[src/rtl/fir_mac_scheduler.sv]
// Shared signed MAC for several FIR requesters: round-robin grant, TAPS-long
// coefficient/sample fetch, wide accumulation and a dequantized result handshake.
module fir_mac_scheduler #(
    parameter int NUM_REQ = 4,
    parameter int TAPS    = 32,
    parameter int DATA_W  = 32,
    parameter int BITS    = 10,
    localparam int ID_W   = $clog2(NUM_REQ),
    localparam int ADDR_W = $clog2(TAPS)
) (
    input  logic                clock,
    input  logic                reset,
    input  logic [NUM_REQ-1:0]  req_valid,
    output logic [NUM_REQ-1:0]  req_ready,
    output logic                rd_en,
    output logic [ID_W-1:0]     rd_sel,
    output logic [ADDR_W-1:0]   tap_idx,
    input  logic [DATA_W-1:0]   coef_data,
    input  logic [DATA_W-1:0]   samp_data,
    output logic                res_valid,
    output logic [DATA_W-1:0]   res_data,
    output logic [ID_W-1:0]     res_id,
    input  logic                res_ready,
    output logic                busy
);

    localparam int ACC_W = 2*DATA_W + ADDR_W + 1;
    localparam int ROUND = (1 << BITS) - 1;

    typedef enum logic [2:0] {
        S_IDLE,
        S_GRANT,
        S_FETCH,
        S_DRAIN,
        S_OUT
    } state_t;

    state_t                    r_state;
    state_t                    w_nextState;
    logic [ID_W-1:0]           r_ptr;
    logic [NUM_REQ-1:0]        r_reqReady;
    logic                      r_rdEn;
    logic [ID_W-1:0]           r_rdSel;
    logic [ADDR_W-1:0]         r_tapIdx;
    logic                      r_accEn;
    logic signed [ACC_W-1:0]   r_acc;
    logic                      r_resValid;
    logic [DATA_W-1:0]         r_resData;
    logic [ID_W-1:0]           r_resId;

    logic                      w_found;
    logic [ID_W-1:0]           w_pick;
    logic [ID_W-1:0]           w_idx;
    logic                      w_grant;
    logic [NUM_REQ-1:0]        w_reqReadyNext;
    logic                      w_rdEnNext;
    logic [ADDR_W-1:0]         w_tapNext;
    logic                      w_resLoad;
    logic                      w_resAccept;

    logic signed [2*DATA_W-1:0] w_coefExt;
    logic signed [2*DATA_W-1:0] w_sampExt;
    logic signed [2*DATA_W-1:0] w_prod;
    logic signed [ACC_W-1:0]    w_prodExt;
    logic signed [ACC_W-1:0]    w_accSum;
    logic signed [ACC_W-1:0]    w_rounded;
    logic [DATA_W-1:0]          w_resData;

    // Round-robin search starting just after the last granted requester.
    always_comb begin
        w_found = 1'b0;
        w_pick  = '0;
        w_idx   = '0;
        for (int k = 1; k <= NUM_REQ; k++) begin
            w_idx = ID_W'((int'(r_ptr) + k) % NUM_REQ);
            if (!w_found && req_valid[w_idx]) begin
                w_found = 1'b1;
                w_pick  = w_idx;
            end
        end
    end

    always_ff @(posedge clock or posedge reset) begin
        if (reset) begin
            r_state <= S_IDLE;
        end else begin
            r_state <= w_nextState;
        end
    end

    always_comb begin
        w_nextState = r_state;
        case (r_state)
            S_IDLE:  if (w_found) w_nextState = S_GRANT;
            S_GRANT: w_nextState = S_FETCH;
            S_FETCH: if (r_tapIdx == ADDR_W'(TAPS-1)) w_nextState = S_DRAIN;
            S_DRAIN: w_nextState = S_OUT;
            S_OUT:   if (r_resValid && res_ready) w_nextState = S_IDLE;
            default: w_nextState = S_IDLE;
        endcase
    end

    // Next values for the registered outputs, derived from the current and next state.
    always_comb begin
        w_grant        = (r_state == S_IDLE) && w_found;
        w_reqReadyNext = w_grant ? (NUM_REQ'(1) << w_pick) : '0;
        w_rdEnNext     = (w_nextState == S_FETCH);
        w_tapNext      = '0;
        if (r_state == S_FETCH && r_tapIdx != ADDR_W'(TAPS-1)) begin
            w_tapNext = r_tapIdx + ADDR_W'(1);
        end
        w_resLoad      = (r_state == S_DRAIN);
        w_resAccept    = (r_state == S_OUT) && r_resValid && res_ready;
    end

    // Product is sign-extended into an accumulator wide enough for TAPS full-scale terms.
    always_comb begin
        w_coefExt = {{DATA_W{coef_data[DATA_W-1]}}, coef_data};
        w_sampExt = {{DATA_W{samp_data[DATA_W-1]}}, samp_data};
        w_prod    = w_coefExt * w_sampExt;
        w_prodExt = {{(ACC_W-2*DATA_W){w_prod[2*DATA_W-1]}}, w_prod};
        w_accSum  = r_acc + (r_accEn ? w_prodExt : '0);
        w_rounded = w_accSum[ACC_W-1] ? (w_accSum + ACC_W'(ROUND)) : w_accSum;
        w_resData = DATA_W'(w_rounded >>> BITS);
    end

    always_ff @(posedge clock or posedge reset) begin
        if (reset) begin
            r_ptr      <= ID_W'(NUM_REQ-1);
            r_reqReady <= '0;
            r_rdEn     <= 1'b0;
            r_rdSel    <= '0;
            r_tapIdx   <= '0;
            r_accEn    <= 1'b0;
            r_acc      <= '0;
            r_resValid <= 1'b0;
            r_resData  <= '0;
            r_resId    <= '0;
        end else begin
            r_reqReady <= w_reqReadyNext;
            r_rdEn     <= w_rdEnNext;
            r_tapIdx   <= w_tapNext;
            r_accEn    <= r_rdEn;
            if (w_grant) begin
                r_rdSel <= w_pick;
                r_ptr   <= w_pick;
            end
            if (r_state == S_GRANT) begin
                r_acc <= '0;
            end else begin
                r_acc <= w_accSum;
            end
            if (w_resLoad) begin
                r_resValid <= 1'b1;
                r_resData  <= w_resData;
                r_resId    <= r_rdSel;
            end else if (w_resAccept) begin
                r_resValid <= 1'b0;
            end
        end
    end

    assign req_ready = r_reqReady;
    assign rd_en     = r_rdEn;
    assign rd_sel    = r_rdSel;
    assign tap_idx   = r_tapIdx;
    assign res_valid = r_resValid;
    assign res_data  = r_resData;
    assign res_id    = r_resId;
    assign busy      = (r_state != S_IDLE);

endmodule
[config.mk]
export PLATFORM = sky130hd
export DESIGN_NAME = fir_mac_scheduler
export DESIGN_NICKNAME = d
export VERILOG_FILES = /design/src/rtl/fir_mac_scheduler.sv
export SDC_FILE = /design/constraint.sdc
export NUM_CORES = 2
export LEC_CHECK = 0
export CELL_PAD_IN_SITES_DETAIL_PLACEMENT = 1
export CELL_PAD_IN_SITES_GLOBAL_PLACEMENT = 2
export CORE_MARGIN = 5
export CORE_UTILIZATION = 40
export CTS_CLUSTER_DIAMETER = 120
export CTS_CLUSTER_SIZE = 12
export DETAILED_ROUTE_END_ITERATION = 16
export PLACE_DENSITY_LB_ADDON = 0.12
export SLEW_MARGIN = 20
export SYNTH_ARGS = -nofsm -noshare
export SYNTH_HDL_FRONTEND = slang
export SYNTH_SLANG_ARGS = --single-unit
[constraint.sdc]
create_clock -name clock -period 11.15 [get_ports clock]
set_input_delay 3.345 -clock clock [delete_from_list [all_inputs] [get_ports clock]]
set_output_delay 3.345 -clock clock [all_outputs]
set_load 0.01 [all_outputs]
; Yosys cells after proc, flatten, opt, wreduce, memory -nomap -nowiden
; Index checks and enable logic that the tools add are counted.
[totals]
register_bits = 123
out_inout_bits = 48
[op_classes]
n_addsub = 7
n_mul = 1
magnitude_cmp = 4
n_eq_ne = 7
shifts = 1
muxes = 27
reduce_logical = 14
[op_table]
columns = cell, n
row1 = 2-to-1 mux 70 bit, 2
row2 = adder 70 bit, 1
row3 = multiplier 32 x 32 -> 64 bit, 1
row4 = "adder 42 x 11 -> 42 bit, second input constant", 1
row5 = 2-to-1 mux 42 bit, 1
row6 = one-hot mux 3 bit (5 select lines), 1
row7 = "< comparator 2 x 3 -> 1 bit, second input constant", 4
row8 = 2-to-1 mux 1 bit, 10
row9 = "== test 3 x 2 -> 1 bit, second input constant", 3
row10 = 2-to-1 mux 3 bit, 3
row11 = binary-select mux 1 bit (select 2 bit), 4
row12 = logical AND 1 bit, 8
row13 = 2-to-1 mux 2 bit, 4
row14 = "adder 5 x 1 -> 5 bit, second input constant", 1
row15 = "== test 5 bit, second input constant", 1
row16 = 2-to-1 mux 5 bit, 1
row17 = "inequality test 5 bit, second input constant", 1
row18 = "adder 2 x 1 -> 2 bit, second input constant", 2
row19 = "adder 2 bit, second input constant", 2
row20 = 2-to-1 mux 4 bit, 1
row21 = "left shift 1 x 2 -> 4 bit, first input constant", 1
row22 = "== test 3 x 1 -> 1 bit, second input constant", 1
row23 = "== test 3 bit, second input constant", 1
row24 = logical NOT 1 bit, 3
row25 = other kinds (3), 3

; Depth between registers and ports, before layout
[depth]
word_depth = 16
depth_mapped = 46
ltp_nobuf = 42

; Worst setup path before layout
; OpenSTA, ideal clock, no wires.
[synth_path]
path_kind = input to register
from = input coef_data[31]
to = register r_resData[27], in the netlist res_data[27]
setup_ns = 0.122
t_arrival_ns = 13.574
setup_slack_ns = -2.545
path_stages = 35
path_buffers = 3
cell_sequence = clkbuf_1 nand2_1 inv_1 fa_1 fa_1 fa_1 fa_1 fa_1 inv_1 fa_1 fa_1 fa_1 inv_1 ha_1 a21o_1 a221oi_1 o21ai_1 a31o_2 a21oi_1 a31oi_1 o21ai_0 nor3b_1 ha_1 clkbuf_1 o21a_1 nor2_1 a21oi_1 or3_1 o21ai_0 nor3b_1 or4_1 buf_4 a2111oi_2 mux2i_1 nand2_1
[synth_via]
elab_chain_len = 5
[synth_lines]
columns = element, line
row1 = "start, declared", 18  ; input logic [DATA_W-1:0] coef_data,
row2 = multiplier 32 x 32 -> 64 bit *, 120  ; w_prod = w_coefExt * w_sampExt;
row3 = 2-to-1 mux 70 bit *, 122  ; w_accSum = r_acc + (r_accEn ? w_prodExt : '0);
row4 = adder 70 bit *, 122
row5 = adder 42 x 11 -> 42 bit, 123  ; w_rounded = w_accSum[ACC_W-1] ? (w_accSum + ACC_W'(ROUND)) : w_accSum;
row6 = 2-to-1 mux 42 bit *, 123
row7 = "end signal, assigned", 155  ; r_resData <= w_resData;
row8 = "end, declared", 48  ; logic [DATA_W-1:0] r_resData;
; Mark *: on every way between the ends. The rest lies on a longest branch, timed or not.
; A chain may end at the register's enable or synchronous reset.

; Final worst setup path
[layout_path]
from = input coef_data[16]
to = register r_resData[27], in the netlist res_data[27]
; The elaborated chain is that of the path after synthesis.

==> run metrics <==
count of state elements after synthesis 123; final core utilization 53.4%; total CTS buffers 17; clock period minus worst slack 12990 ps; final wirelength 165 mm; Post-Synthesis Net Count 6450; drt drc 0; root buffer cell clkbuf_16; proportion of netlist area held by the largest area contributor 47.5%; Syn Area/Cell 9.06 um2; worst min path class flip-flop to flip-flop; Max Root-Sink Buffers 2; antenna violations before repair 2; most common cell after layout, fill and taps aside inv_1; adder and majority gate portion of the synthesized area 54.5%; Netlist cell types 91; post-place instance area 55500 um2; delay of the slowest cell on the worst path 620 ps; CTS tree built; vias in the first global route 43400; horizontal die dimension 348 um; cell type with the highest occurrence count on the critical path fa_1; Crit path max-delay family adder cells; final-report hold violation count 0; wire length of the first global-routing pass 258 mm; commonest non-fill, non-tap cells in the layout inv_1, fa_1, buf_4; dominant combinational cell family by area after synthesis adder cells; main flop type after synthesis dfrtp_1; library cell with the largest summed area after synthesis fa_1; number of I/O port buffers 118; standard cell with the maximum stage delay on the critical path fa_2; final number of max-transition violations 0; total vias in the final route 37700; number of sinks handled by clock tree synthesis 123; area of all placed cells without fillers 60800 um2; Pre-Repair DR Iteration Count 5; PnR worst setup slack -1840 ps; summed instance area of the synthesized netlist 45700 um2; status complete, but fails checks; worst slew margin relative to its limit 29.9%; share of the clock period used by the worst path after layout 116%; Async S/R FF share, synth 100%; XOR/XNOR Fraction of Synth Area 2.72%; element type at the critical path start primary input; type of destination of the critical path flip-flop; area inside the core boundary 114000 um2; Total Neg Setup Slack -88070 ps; Initial Utilization 40.1%; clock latency at the later pin of the worst-skew pair 440 ps; area share of and/or/nand/nor cells after synthesis 17.5%; Yosys Warn Count 0; slew at the pin with the worst max-slew slack 1050 ps; antenna-violating nets left 0; area of the die 121000 um2; number of levels in the clock H-tree 4; overall track demand over capacity in global routing 27.5%; WL per Instance 22.1 um; sequential element share of the synthesized area 6.75%; total of hold buffers inserted after clock tree synthesis 0; fraction of the mapped netlist area in compound gates 7.61%; Clock Pin Slew Worst Setup and Hold Paths 60 ps; violation count after the first detailed-routing iteration 1877; data required time of the worst path 11470 ps; leading cell types by total area after synthesis fa_1, inv_1, and2_1; # IOs 119; maximum fanout along the worst path 8; Mapped Cells 5041; worst path buffer plus inverter count 8; DP Wirelength 125 mm; final setup skew 11.5 ps; number of synthesized flops with an enable pin 0; type of the worst setup path primary input to flip-flop; maximum clock frequency 77.0 MHz; Final #Nets 7329; largest net degree at the start of global routing 65; fraction of layout instances using a drive strength above 1 26.6%; global placement routability congestion 0.867; share of synthesized area spent on multiplexers 0.159%; setup slack of the worst register-to-register path 5910 ps; vias per cell 5.06; failing checks setup timing; Row Count 124; Area Overhead vs Synth 33.2%; Die Y 348 um; WP data arrival 13310 ps; RSZ-0062 raised after global routing true; max capacitance violation total 0; Final Setup Violations 75; global route overflow 0
==> cell usage after synthesis (4+ instances only) <==
master    number
nand3b_1       4
xnor2_1       83
nand2_1      643
o31ai_1        9
dfrtp_1      121
and2_1       515
or3_1          8
a41oi_1        8
nor2b_1       26
o311ai_0       4
or4_1          6
o21a_1        18
o211ai_1       8
nor4_1        10
fa_1        1083
nor2_1       198
nor3_1        41
a31o_2         4
clkbuf_1     251
nor3b_1        6
a21boi_0       4
a21o_1        71
xor2_1        57
o21ai_1       23
a211oi_2       4
ha_1         255
nand4_1       32
a211o_1       11
o31a_1         5
o21bai_1      30
o21ai_0       85
inv_1       1042
a31oi_1       26
or2_2          5
nand3_1       45
a21oi_1      138
mux2i_1        5
and3_1        23
a211oi_1      16
nand2b_1      38
==> logic make-up after synthesis <==
family | Yosys count
buffers and inverters | 1302
flip-flops | 123
AND/OR/NAND/NOR | 1616
adder cells (fa/ha/maj) | 1338
AO/OA/AOI/OAI | 514
multiplexers | 7
XOR/XNOR | 141
==> metrics by stage <==
stage,cells,setup WS [ps],hold WS (ps)
floorplan,5041,-1490,416
global placement,7223,-3060,364
detailed placement,7223,-3170,389
CTS,7406,-1830,406
global route,7445,-2180,409
finish,7446,-1840,394
==> worst paths after layout <==
kind,endpoint,cells past startpoint,from
min in group asynchronous,r_acc[63]$_DFF_PP0_,2,reset
worst min-delay path,r_accEn$_DFF_PP0_,0,rd_en$_DFF_PP0_
worst max register to register,res_data[27]$_DFFE_PP0P_,17,r_accEn$_DFF_PP0_
max in group asynchronous,r_acc[16]$_DFF_PP0_,3,reset
worst min register to register,r_accEn$_DFF_PP0_,0,rd_en$_DFF_PP0_
worst max-delay path,res_data[27]$_DFFE_PP0P_,37,coef_data[16]
==> metal layers <==
metal  global-route usage [%]  share of wire [%]  wire length [um]  up-vias
met2                     46.4                 48             78600      709
met5                        0                  0                 0        -
met4                     7.04                3.7              6090        0
li1                         -                  -                 -    16900
met1                     38.2                 44             73000    19900
met3                     3.00                4.1              6800      183
==> area by class of cell <==
class	count	area, um2
Inverter	1045	3930
Multi-Input combinational cell	3616	40200
Clock inverter	11	101
Timing Repair Buffer	1117	11200
Tap cell	1512	1890
Antenna cell	1	2.50
Sequential cell	123	3080
Clock buffer	21	440
Fill cell	12800	53100
==> worst register-to-register path: stages (launching register included) <==
cell       delay [ps]
dfrtp_1           360
buf_4             210
inv_2             800
nor3_1            210
ha_1              350
a21o_1            210
a21oi_1           220
o21bai_1          120
o31a_1            300
nor2_1            180
xnor2_1           180
nand2_1           100
or4_1             530
or4_4             570
buf_12            170
a2111oi_4         310
mux2i_1           240
nand2_1            60
==> flip-flops by register name (all words and copies together) (netlist names), 2 cells and up <==
register and cells:
r_acc 70, res_data 32, tap_idx 5, req_ready 4
r_state 3, r_ptr 2, rd_sel 2, res_id 2
==> what timing repair did <==
item / CTS / global route
setup buffers: 108 / 40
pin swaps: 239 / 150
setup endpoints to repair: 81 / 82
gates cloned: 46 / 4
gates resized for setup: 591 / 252
Power is not shown: default switching activity piles up to over one toggle a cycle in this logic, so the estimate is an artifact.
